===== src/rtl/hazard_stall_ctrl_if.sv =====
// ----------------------------------------------------------------------------
// hazard_stall_ctrl_if
//   Bundles the hazard-detection inputs and pipeline-control outputs exchanged
//   between the pipeline datapath and the stall/flush controller.
//   master : pipeline side (drives D/E/M stage info, consumes controls)
//   slave  : controller side
//   Signals:
//     i_d_rs/i_d_rt, i_d_tuse_rs/i_d_tuse_rt, i_d_md_use : D-stage operand info
//     i_e_a3/i_e_tnew, i_m_a3/i_m_tnew                  : E/M producer info
//     i_e_md_start/i_e_md_is_div                        : MDU op start pulse
//     o_stall, o_pc_en, o_fd_en, o_de_en, o_de_flush     : pipeline controls
//     o_md_busy, o_stall_cnt                            : status / perf counter
// ----------------------------------------------------------------------------
interface hazard_stall_ctrl_if #(
    parameter int STALL_CNT_W = 32
);
    logic [4:0]             i_d_rs;
    logic [4:0]             i_d_rt;
    logic [1:0]             i_d_tuse_rs;
    logic [1:0]             i_d_tuse_rt;
    logic                   i_d_md_use;
    logic [4:0]             i_e_a3;
    logic [1:0]             i_e_tnew;
    logic [4:0]             i_m_a3;
    logic [1:0]             i_m_tnew;
    logic                   i_e_md_start;
    logic                   i_e_md_is_div;
    logic                   o_stall;
    logic                   o_pc_en;
    logic                   o_fd_en;
    logic                   o_de_en;
    logic                   o_de_flush;
    logic                   o_md_busy;
    logic [STALL_CNT_W-1:0] o_stall_cnt;

    modport master (
        output i_d_rs, i_d_rt, i_d_tuse_rs, i_d_tuse_rt, i_d_md_use,
               i_e_a3, i_e_tnew, i_m_a3, i_m_tnew, i_e_md_start, i_e_md_is_div,
        input  o_stall, o_pc_en, o_fd_en, o_de_en, o_de_flush, o_md_busy, o_stall_cnt
    );

    modport slave (
        input  i_d_rs, i_d_rt, i_d_tuse_rs, i_d_tuse_rt, i_d_md_use,
               i_e_a3, i_e_tnew, i_m_a3, i_m_tnew, i_e_md_start, i_e_md_is_div,
        output o_stall, o_pc_en, o_fd_en, o_de_en, o_de_flush, o_md_busy, o_stall_cnt
    );
endinterface


===== src/rtl/hazard_stall_ctrl.sv =====
// ----------------------------------------------------------------------------
// hazard_stall_ctrl
//   Stall/flush controller for the 5-stage MIPS pipeline.
//   - RAW detection per D-stage source operand: stall while a producer in E or
//     M still needs more cycles (Tnew) than the consumer can wait (Tuse).
//   - Owns the mult/div busy countdown; MDU-using instructions wait in D.
//   - On stall: freeze PC and F/D, bubble D/E (flush with enable held high).
//   - Saturating count of stalled cycles.
//   Ports:
//     i_clk   : clock
//     i_reset : synchronous active-low reset
//     bus     : hazard_stall_ctrl_if.slave (stage info in, controls out)
// ----------------------------------------------------------------------------

// Per-operand RAW check against the E and M producers.
module hsc_raw_chk (
    input  logic [4:0] i_src,
    input  logic [1:0] i_tuse,
    input  logic [4:0] i_e_a3,
    input  logic [1:0] i_e_tnew,
    input  logic [4:0] i_m_a3,
    input  logic [1:0] i_m_tnew,
    output logic       o_stall
);
    logic w_e_hit;
    logic w_m_hit;

    // $zero is never a real dependency; Tuse=3 can never lose to Tnew<=2.
    assign w_e_hit = (i_src == i_e_a3) && (i_e_tnew > i_tuse);
    assign w_m_hit = (i_src == i_m_a3) && (i_m_tnew > i_tuse);
    assign o_stall = (i_src != 5'd0) && (w_e_hit || w_m_hit);
endmodule

module hazard_stall_ctrl #(
    parameter int MULT_CYCLES = 5,
    parameter int DIV_CYCLES  = 10,
    parameter int STALL_CNT_W = 32
) (
    input  logic                 i_clk,
    input  logic                 i_reset,
    hazard_stall_ctrl_if.slave   bus
);
    localparam int NUM_SRC = 2;
    localparam int MD_MAX  = (DIV_CYCLES > MULT_CYCLES) ? DIV_CYCLES : MULT_CYCLES;
    localparam int CNT_W   = $clog2(MD_MAX + 1);

    logic [NUM_SRC-1:0][4:0] w_src_addr;
    logic [NUM_SRC-1:0][1:0] w_src_tuse;
    logic [NUM_SRC-1:0]      w_src_stall;
    logic                    w_raw_stall;
    logic                    w_md_stall;
    logic                    w_md_busy;
    logic                    w_stall;

    logic [CNT_W-1:0]        r_md_cnt;
    logic [STALL_CNT_W-1:0]  r_stall_cnt;

    assign w_src_addr = {bus.i_d_rt,      bus.i_d_rs};
    assign w_src_tuse = {bus.i_d_tuse_rt, bus.i_d_tuse_rs};

    genvar g;
    generate
        for (g = 0; g < NUM_SRC; g++) begin : g_src
            hsc_raw_chk u_chk (
                .i_src    (w_src_addr[g]),
                .i_tuse   (w_src_tuse[g]),
                .i_e_a3   (bus.i_e_a3),
                .i_e_tnew (bus.i_e_tnew),
                .i_m_a3   (bus.i_m_a3),
                .i_m_tnew (bus.i_m_tnew),
                .o_stall  (w_src_stall[g])
            );
        end
    endgenerate

    assign w_raw_stall = |w_src_stall;
    // Busy covers the start cycle itself, before the counter is loaded.
    assign w_md_busy   = bus.i_e_md_start | (r_md_cnt != '0);
    assign w_md_stall  = bus.i_d_md_use & w_md_busy;
    assign w_stall     = w_raw_stall | w_md_stall;

    // MDU countdown: a new start reloads even mid-countdown.
    always_ff @(posedge i_clk) begin
        if (!i_reset) begin
            r_md_cnt <= '0;
        end else if (bus.i_e_md_start) begin
            r_md_cnt <= bus.i_e_md_is_div ? CNT_W'(DIV_CYCLES) : CNT_W'(MULT_CYCLES);
        end else if (r_md_cnt != '0) begin
            r_md_cnt <= r_md_cnt - CNT_W'(1);
        end
    end

    // Stall performance counter, sticks at all-ones.
    always_ff @(posedge i_clk) begin
        if (!i_reset) begin
            r_stall_cnt <= '0;
        end else if (w_stall && (r_stall_cnt != '1)) begin
            r_stall_cnt <= r_stall_cnt + STALL_CNT_W'(1);
        end
    end

    assign bus.o_stall     = w_stall;
    assign bus.o_pc_en     = ~w_stall;
    assign bus.o_fd_en     = ~w_stall;
    // D/E stays enabled so the flush actually loads a bubble.
    assign bus.o_de_en     = 1'b1;
    assign bus.o_de_flush  = w_stall;
    assign bus.o_md_busy   = w_md_busy;
    assign bus.o_stall_cnt = r_stall_cnt;
endmodule

===== src/flat_wrapper.sv =====
// flat-port wrapper written by rule: the top's interface ports become plain ports
module hazard_stall_ctrl_flat 
#(
    parameter int MULT_CYCLES = 5,
    parameter int DIV_CYCLES  = 10,
    parameter int STALL_CNT_W = 32
)
  (i_clk, i_reset, bus_i_d_rs, bus_i_d_rt, bus_i_d_tuse_rs, bus_i_d_tuse_rt, bus_i_d_md_use, bus_i_e_a3, bus_i_e_tnew, bus_i_m_a3, bus_i_m_tnew, bus_i_e_md_start, bus_i_e_md_is_div, bus_o_stall, bus_o_pc_en, bus_o_fd_en, bus_o_de_en, bus_o_de_flush, bus_o_md_busy, bus_o_stall_cnt);
  hazard_stall_ctrl_if #(.STALL_CNT_W(STALL_CNT_W)) bus_i ();
  input  logic i_clk;
  input  logic i_reset;
  input wire logic [$bits(bus_i.i_d_rs)-1:0] bus_i_d_rs;
  input wire logic [$bits(bus_i.i_d_rt)-1:0] bus_i_d_rt;
  input wire logic [$bits(bus_i.i_d_tuse_rs)-1:0] bus_i_d_tuse_rs;
  input wire logic [$bits(bus_i.i_d_tuse_rt)-1:0] bus_i_d_tuse_rt;
  input wire logic [$bits(bus_i.i_d_md_use)-1:0] bus_i_d_md_use;
  input wire logic [$bits(bus_i.i_e_a3)-1:0] bus_i_e_a3;
  input wire logic [$bits(bus_i.i_e_tnew)-1:0] bus_i_e_tnew;
  input wire logic [$bits(bus_i.i_m_a3)-1:0] bus_i_m_a3;
  input wire logic [$bits(bus_i.i_m_tnew)-1:0] bus_i_m_tnew;
  input wire logic [$bits(bus_i.i_e_md_start)-1:0] bus_i_e_md_start;
  input wire logic [$bits(bus_i.i_e_md_is_div)-1:0] bus_i_e_md_is_div;
  output wire logic [$bits(bus_i.o_stall)-1:0] bus_o_stall;
  output wire logic [$bits(bus_i.o_pc_en)-1:0] bus_o_pc_en;
  output wire logic [$bits(bus_i.o_fd_en)-1:0] bus_o_fd_en;
  output wire logic [$bits(bus_i.o_de_en)-1:0] bus_o_de_en;
  output wire logic [$bits(bus_i.o_de_flush)-1:0] bus_o_de_flush;
  output wire logic [$bits(bus_i.o_md_busy)-1:0] bus_o_md_busy;
  output wire logic [$bits(bus_i.o_stall_cnt)-1:0] bus_o_stall_cnt;
  assign bus_i.i_d_rs = bus_i_d_rs;
  assign bus_i.i_d_rt = bus_i_d_rt;
  assign bus_i.i_d_tuse_rs = bus_i_d_tuse_rs;
  assign bus_i.i_d_tuse_rt = bus_i_d_tuse_rt;
  assign bus_i.i_d_md_use = bus_i_d_md_use;
  assign bus_i.i_e_a3 = bus_i_e_a3;
  assign bus_i.i_e_tnew = bus_i_e_tnew;
  assign bus_i.i_m_a3 = bus_i_m_a3;
  assign bus_i.i_m_tnew = bus_i_m_tnew;
  assign bus_i.i_e_md_start = bus_i_e_md_start;
  assign bus_i.i_e_md_is_div = bus_i_e_md_is_div;
  assign bus_o_stall = bus_i.o_stall;
  assign bus_o_pc_en = bus_i.o_pc_en;
  assign bus_o_fd_en = bus_i.o_fd_en;
  assign bus_o_de_en = bus_i.o_de_en;
  assign bus_o_de_flush = bus_i.o_de_flush;
  assign bus_o_md_busy = bus_i.o_md_busy;
  assign bus_o_stall_cnt = bus_i.o_stall_cnt;
  hazard_stall_ctrl #(.MULT_CYCLES(MULT_CYCLES), .DIV_CYCLES(DIV_CYCLES), .STALL_CNT_W(STALL_CNT_W)) u_core (.i_clk(i_clk), .i_reset(i_reset), .bus(bus_i));
endmodule

===== config.mk =====
export PLATFORM = sky130hd
export DESIGN_NAME = hazard_stall_ctrl_flat
export DESIGN_NICKNAME = d
export VERILOG_FILES = /design/src/rtl/hazard_stall_ctrl_if.sv /design/src/rtl/hazard_stall_ctrl.sv /design/src/flat_wrapper.sv
export SDC_FILE = /design/constraint.sdc
export NUM_CORES = 1
export LEC_CHECK = 0
export CORE_ASPECT_RATIO = 0.7
export CORE_MARGIN = 2
export CORE_UTILIZATION = 35
export CTS_CLUSTER_SIZE = 12
export DETAILED_ROUTE_END_ITERATION = 7
export GPL_TIMING_DRIVEN = 0
export SLEW_MARGIN = 25
export SYNTH_ARGS = -nofsm -noshare
export SYNTH_HDL_FRONTEND = slang
export SYNTH_HIERARCHICAL = 1
export SYNTH_SLANG_ARGS = --single-unit

===== constraint.sdc =====
create_clock -name i_clk -period 4.6 [get_ports i_clk]
set_input_delay 0.92 -clock i_clk [delete_from_list [all_inputs] [get_ports i_clk]]
set_output_delay 0.92 -clock i_clk [all_outputs]
set_load 0.03 [all_outputs]

* After elaboration in Yosys (flattened, before gate mapping)
Cells that the tools add are included.
** Storage, ports and cells
- Bits in registers :: 36
- Input port bits :: 33
- Output and inout bits :: 38
- Word-level logic and storage cells :: 34
** Operators by class
- $add $sub $neg :: 2
- Order comparisons :: 4
- Equal/unequal tests :: 5
- Mux-type cells :: 3
- Bitwise operators :: 4
- Reduce and logical (&&, ||, !) cells :: 14
** Operators with widths (number)
- 32-bit by 1-bit adder with 32-bit output, second input constant :: 1
- 32-bit != test, second input constant :: 1
- 5-bit == test :: 4
- 4-bit 2-to-1 mux :: 3
- 5-bit nonzero test :: 2
- 2-bit greater-than comparator :: 4
- 1-bit logical AND :: 7
- 4-bit nonzero test :: 1
- 4-bit by 1-bit subtractor with 4-bit output, second input constant :: 1
- 1-bit logical OR :: 2
- 1-bit bitwise OR :: 2
- 2-bit nonzero test :: 1
- 2-bit OR reduction :: 1
- 1-bit AND :: 1
- 1-bit inverter :: 1

* Depth between registers and ports, before layout
- Word-level depth :: 7
- Gate-level depth with buffers :: 13
- Gate-level depth less buffers :: 11

* Hierarchy
Netlist, hierarchy kept.
** By module, submodules not included
- hazard_stall_ctrl :: instances 1, cells each 227, area each 2048.2 µm², seq. area each 720.7 µm²
- hsc_raw_chk :: instances 2, cells each 29, area each 215.2 µm², seq. area each 0.0 µm²

* Worst setup path after synthesis
No wires, ideal clock.
- Path type :: input to output
- From :: input bus_i_d_rt[0]
- To :: output bus_o_stall
- Arrival :: 2.555 ns
- Required time :: 3.680 ns
- Path slack :: 1.125 ns
- Stages :: 5
- Cell sequence :: or4_1 o22a_1 a211oi_4 inv_4 buf_4
** Between the ends
- Word-level cells in the longest chain between the ends :: 6
** RTL lines
- from (decl) :: line flat_wrapper.sv:13 : input wire logic [$bits(bus_i.i_d_rt)-1:0] bus_i_d_rt;
- 5-bit == test, on equally long branches :: line hazard_stall_ctrl.sv:29, hazard_stall_ctrl.sv:30
- 1-bit logical AND, on equally long branches :: line hazard_stall_ctrl.sv:29, hazard_stall_ctrl.sv:30
- 1-bit logical OR :: line hazard_stall_ctrl.sv:31 : assign o_stall = (i_src != 5'd0) && (w_e_hit || w_m_hit);
- 1-bit logical AND * :: line hazard_stall_ctrl.sv:31
- net u_core.w_src_stall[1] :: line hazard_stall_ctrl.sv:49 : logic [NUM_SRC-1:0] w_src_stall;
- 2-bit OR reduction * :: line hazard_stall_ctrl.sv:76 : assign w_raw_stall = |w_src_stall;
- 1-bit bitwise OR * :: line hazard_stall_ctrl.sv:80 : assign w_stall = w_raw_stall | w_md_stall;
- to (decl) :: line flat_wrapper.sv:23 : output wire logic [$bits(bus_i.o_stall)-1:0] bus_o_stall;
Mark *: on every way through the listed nets, which the timed path passes. The rest lies on a longest branch.

* Worst setup path after layout
- From :: input bus_i_d_rs[0]
- To :: output bus_o_stall
** Between the ends
- Word-level cells in the longest chain between the ends :: 6
** RTL lines
- from (decl) :: line flat_wrapper.sv:12 : input wire logic [$bits(bus_i.i_d_rs)-1:0] bus_i_d_rs;
- 5-bit == test, on equally long branches :: line hazard_stall_ctrl.sv:29, hazard_stall_ctrl.sv:30
- 1-bit logical AND, on equally long branches :: line hazard_stall_ctrl.sv:29, hazard_stall_ctrl.sv:30
- 1-bit logical OR :: line hazard_stall_ctrl.sv:31
- 1-bit logical AND * :: line hazard_stall_ctrl.sv:31
- net u_core.w_src_stall[0] :: line hazard_stall_ctrl.sv:49
- 2-bit OR reduction * :: line hazard_stall_ctrl.sv:76
- 1-bit bitwise OR * :: line hazard_stall_ctrl.sv:80
Marked as above.

==> results.toml <==
[clock_network]
post_cts_buffers = 0
cts_hold_buf = 0
clockRootBuffer = "clkbuf_8"
cts.sinks = 36
htreeDepth = 2
cts_inserted_buffers = 5
cts_resized = 0
clk_pin_slew_worst_paths_ns = 0.07
cts_tree = "done"
cts_max_path_buffers = 2
clock_latency_ns = 0.29

[synthesis]
synth_cells = 285
yosysUniqueCellTypes = 43
synth_warnings = 6
synth_seq_area_share_pct = 29.1
syn_area_mm2 = 0.00248
syn_area_per_cell_um2 = 8.70
ys_async_sr_fraction_pct = 0
ys.flop_type = "dfxtp_1"
synth_edf_count = 0
synth_fp_nets = 329
synth_seq_cells = 36

[floorplan]
io_pins = 71
fp-row-count = 25
die_h_um = 74.4
core-area_mm2 = 0.00682
initial_core_util_pct = 36.3
die_w_um = 105
dieArea_mm2 = 0.00778

[route]
met3_wirelength_um = 392
ant_nets = 0
avgRoutedWirePerCell_um = 15.3
drt_iter0_markers = 102
viasPerCell = 5.41
dr.pass1.iters = 4
drt_wl_total_um = 6960
highest_layer = "met4"
drc = 0
via_count = 2468
wl_met2_um = 2970
wl_met1_um = 3550

[pwr]
seq_power_share_pct = 42.4
internal_power_uw = 563
cellLeakagePower_uw = 0.00113
ir_drop_mv = 0.103
net-switching-power_uw = 212
powerDensity_mw_per_mm2 = 228
swShare_pct = 27.4
comb_power_share_pct = 21.5
power_uw = 775
pwr-share-clk_pct = 36.2

[global_route]
grt_overflow_total = 0
grt.total_usage_pct = 17.8
grt_pass1_wl_um = 11100
grt_pass1_vias = 2258
grt_antenna_before_repair = 0
grt_max_degree = 13

[sta]
fin_crit_sh_pct = 95.8
clock_skew_ns = 0.00803
relSlewSlack_pct = 39.4
rsz0062_at_grt = "no"
finalHoldViolations = 0
tns_ns = 0
layout_setup_ws_ns = 0.191
period_needed_ns = 4.41
worst_pin_slew_ns = 0.903
maxSlewViolCount = 0
fmax_mhz = 227
final-setup-viol-count = 0

[placement]
dp_hpwl_um = 5380
pre_cts_ws_ns = 0.205
io_buffers = 69
place_inst = 448
globalplace.congestion = 0.910

[critical_path]
cp.arrival_ns = 3.49
r2r_cells = 11
cp.required_ns = 3.68
worstReg2RegStart = "u_core/r_md_cnt[0]"
path_class = "in -> out"
r2r_setup_slack_ns = 2.14
cp-start-kind = "primary input"
worst_setup_path_end_kind = "primary output"
cp-startpoint = "bus_i_d_rs[0]"
crit_fanout = 6
reg2reg_to = "u_core/bus.o_stall_cnt[17]"

[job]
cap_violations = 0

[status]
status = "finished clean"

[cells_and_area]
drive_above_1_share_pct = 12.4
num_antenna_cells = 0
final_net_count = 405
finalNonFillerCells = 456
area_growth_pct = 37.1

[min_path]
min_from = "u_core/bus.o_stall_cnt[30]"
hold_end = "u_core/bus.o_stall_cnt[30]"
hp-class = "reg -> reg"
hold_path_depth = 2
==> Yosys cell counts, types with 3 or more instances <==
| master | n | share of area (%) |
|---|---|---|
| inv_1 | 15 | 2.3 |
| dfxtp_1 | 36 | 29 |
| buf_4 | 3 | 0.91 |
| and4_1 | 8 | 2.8 |
| nor4_1 | 4 | 1.0 |
| nand2_1 | 17 | 2.6 |
| clkbuf_1 | 3 | 0.45 |
| xnor2_1 | 13 | 4.6 |
| mux2i_1 | 3 | 1.2 |
| buf_6 | 3 | 1.4 |
| nand4_1 | 13 | 3.3 |
| xor2_1 | 12 | 4.2 |
| ha_1 | 11 | 5.6 |
| a21oi_2 | 9 | 3.2 |
| o21ai_0 | 5 | 1.0 |
| nor2_1 | 6 | 0.91 |
| nand2b_1 | 4 | 1.0 |
| o31ai_1 | 20 | 6.1 |
| or4_2 | 12 | 4.2 |
| or4_1 | 12 | 3.6 |
| a21oi_1 | 22 | 4.4 |
| nand3_1 | 14 | 2.8 |
| and3_1 | 5 | 1.3 |
| nor3_1 | 3 | 0.61 |
| or3_1 | 6 | 1.5 |
| buf_2 | 3 | 0.61 |
==> metrics by stage <==
step | hold WS (ns) | util, % | instance area, um2
after global routing | 0.535 | 49.8 | 3400
after detailed placement | 0.497 | 48.2 | 3290
final | 0.507 | 49.8 | 3400
after global placement | 0.490 | 48.2 | 3290
after CTS | 0.508 | 49.8 | 3400
after floorplan | 0.473 | - | 2480
==> cell families (layout without fill, tap and decap cells) <==
logic type      Yosys count  after routing  synth area share [%]
simple gates            110            110                  28.1
buf+inv                  32            109                  8.08
fa+ha+maj                11             11                  5.55
compound gates           67             67                  19.0
mux                       3              3                  1.21
xor+xnor                 25             25                  8.83
other cells               1              1                 0.151
flops                    36             36                  29.1
==> power groups by stage <==
stage	registers, uW	logic (uW)	clock network [uW]
final	328	166	280
after global routing	330	180	302
after CTS	328	168	290
after detailed placement	336	167	0
after global placement	335	165	0
after floorplan	340	89.4	0
==> registers in the layout (all words and copies together), names as in the netlist <==
name,flops
u_core/bus.o_stall_cnt,32
u_core/r_md_cnt,4
==> cell usage in the layout (no fill, tap or decap), types with 3 or more instances in the layout <==
cell type and n:
buf_2 3, nand2_1 17, o31ai_1 20, clkbuf_1 3, a21oi_1 22, clkbuf_8 5, or4_2 12, and3_1 5
buf_6 3, and4_1 8, nor4_1 4, a21oi_2 9, or4_1 12, nand2b_1 4, inv_1 15, buf_4 3
dfxtp_1 36, mux2i_1 3, nor2_1 6, clkdlybuf4s50_1 69, xnor2_1 13, nand4_1 13, ha_1 11, or3_1 6
nand3_1 14, xor2_1 12, nor3_1 3, o21ai_0 5
==> worst max-delay path by stage <==
stage / endpoint / slack (ns) / cells past startpoint
after global placement: bus_o_stall / 0.18 / 7
final: bus_o_stall / 0.19 / 7
after CTS: bus_o_stall / 0.19 / 7
after floorplan: bus_o_stall / 1.12 / 5
after detailed placement: bus_o_stall / 0.21 / 7
after global routing: bus_o_stall / 0.04 / 11
==> metal layers <==
metal | up-vias | global-route usage [%]
li1 | 1245 | -
met1 | 1163 | 26.2
met2 | 56 | 27.4
met3 | 4 | 3.51
met4 | 0 | 3.56
met5 | - | 0
==> cell type report <==
type | count | area (um2)
fill | 669 | 3420
multi-input combinational | 217 | 1560
sequential | 36 | 721
timing repair buffer | 69 | 691
buffer | 16 | 138
tap | 94 | 118
clock buffer | 5 | 68.8
inverter | 16 | 62.6
clock inverter | 3 | 42.5
==> worst max-delay path, cell delays in order <==
cell	delay [ns]
clkdlybuf4s50_1	0.51
or4_1	0.61
o22a_1	0.26
a211oi_4	0.33
inv_4	0.11
buf_4	0.15
clkdlybuf4s50_1	0.59
Note: power is estimated with default switching activity, not from simulation.
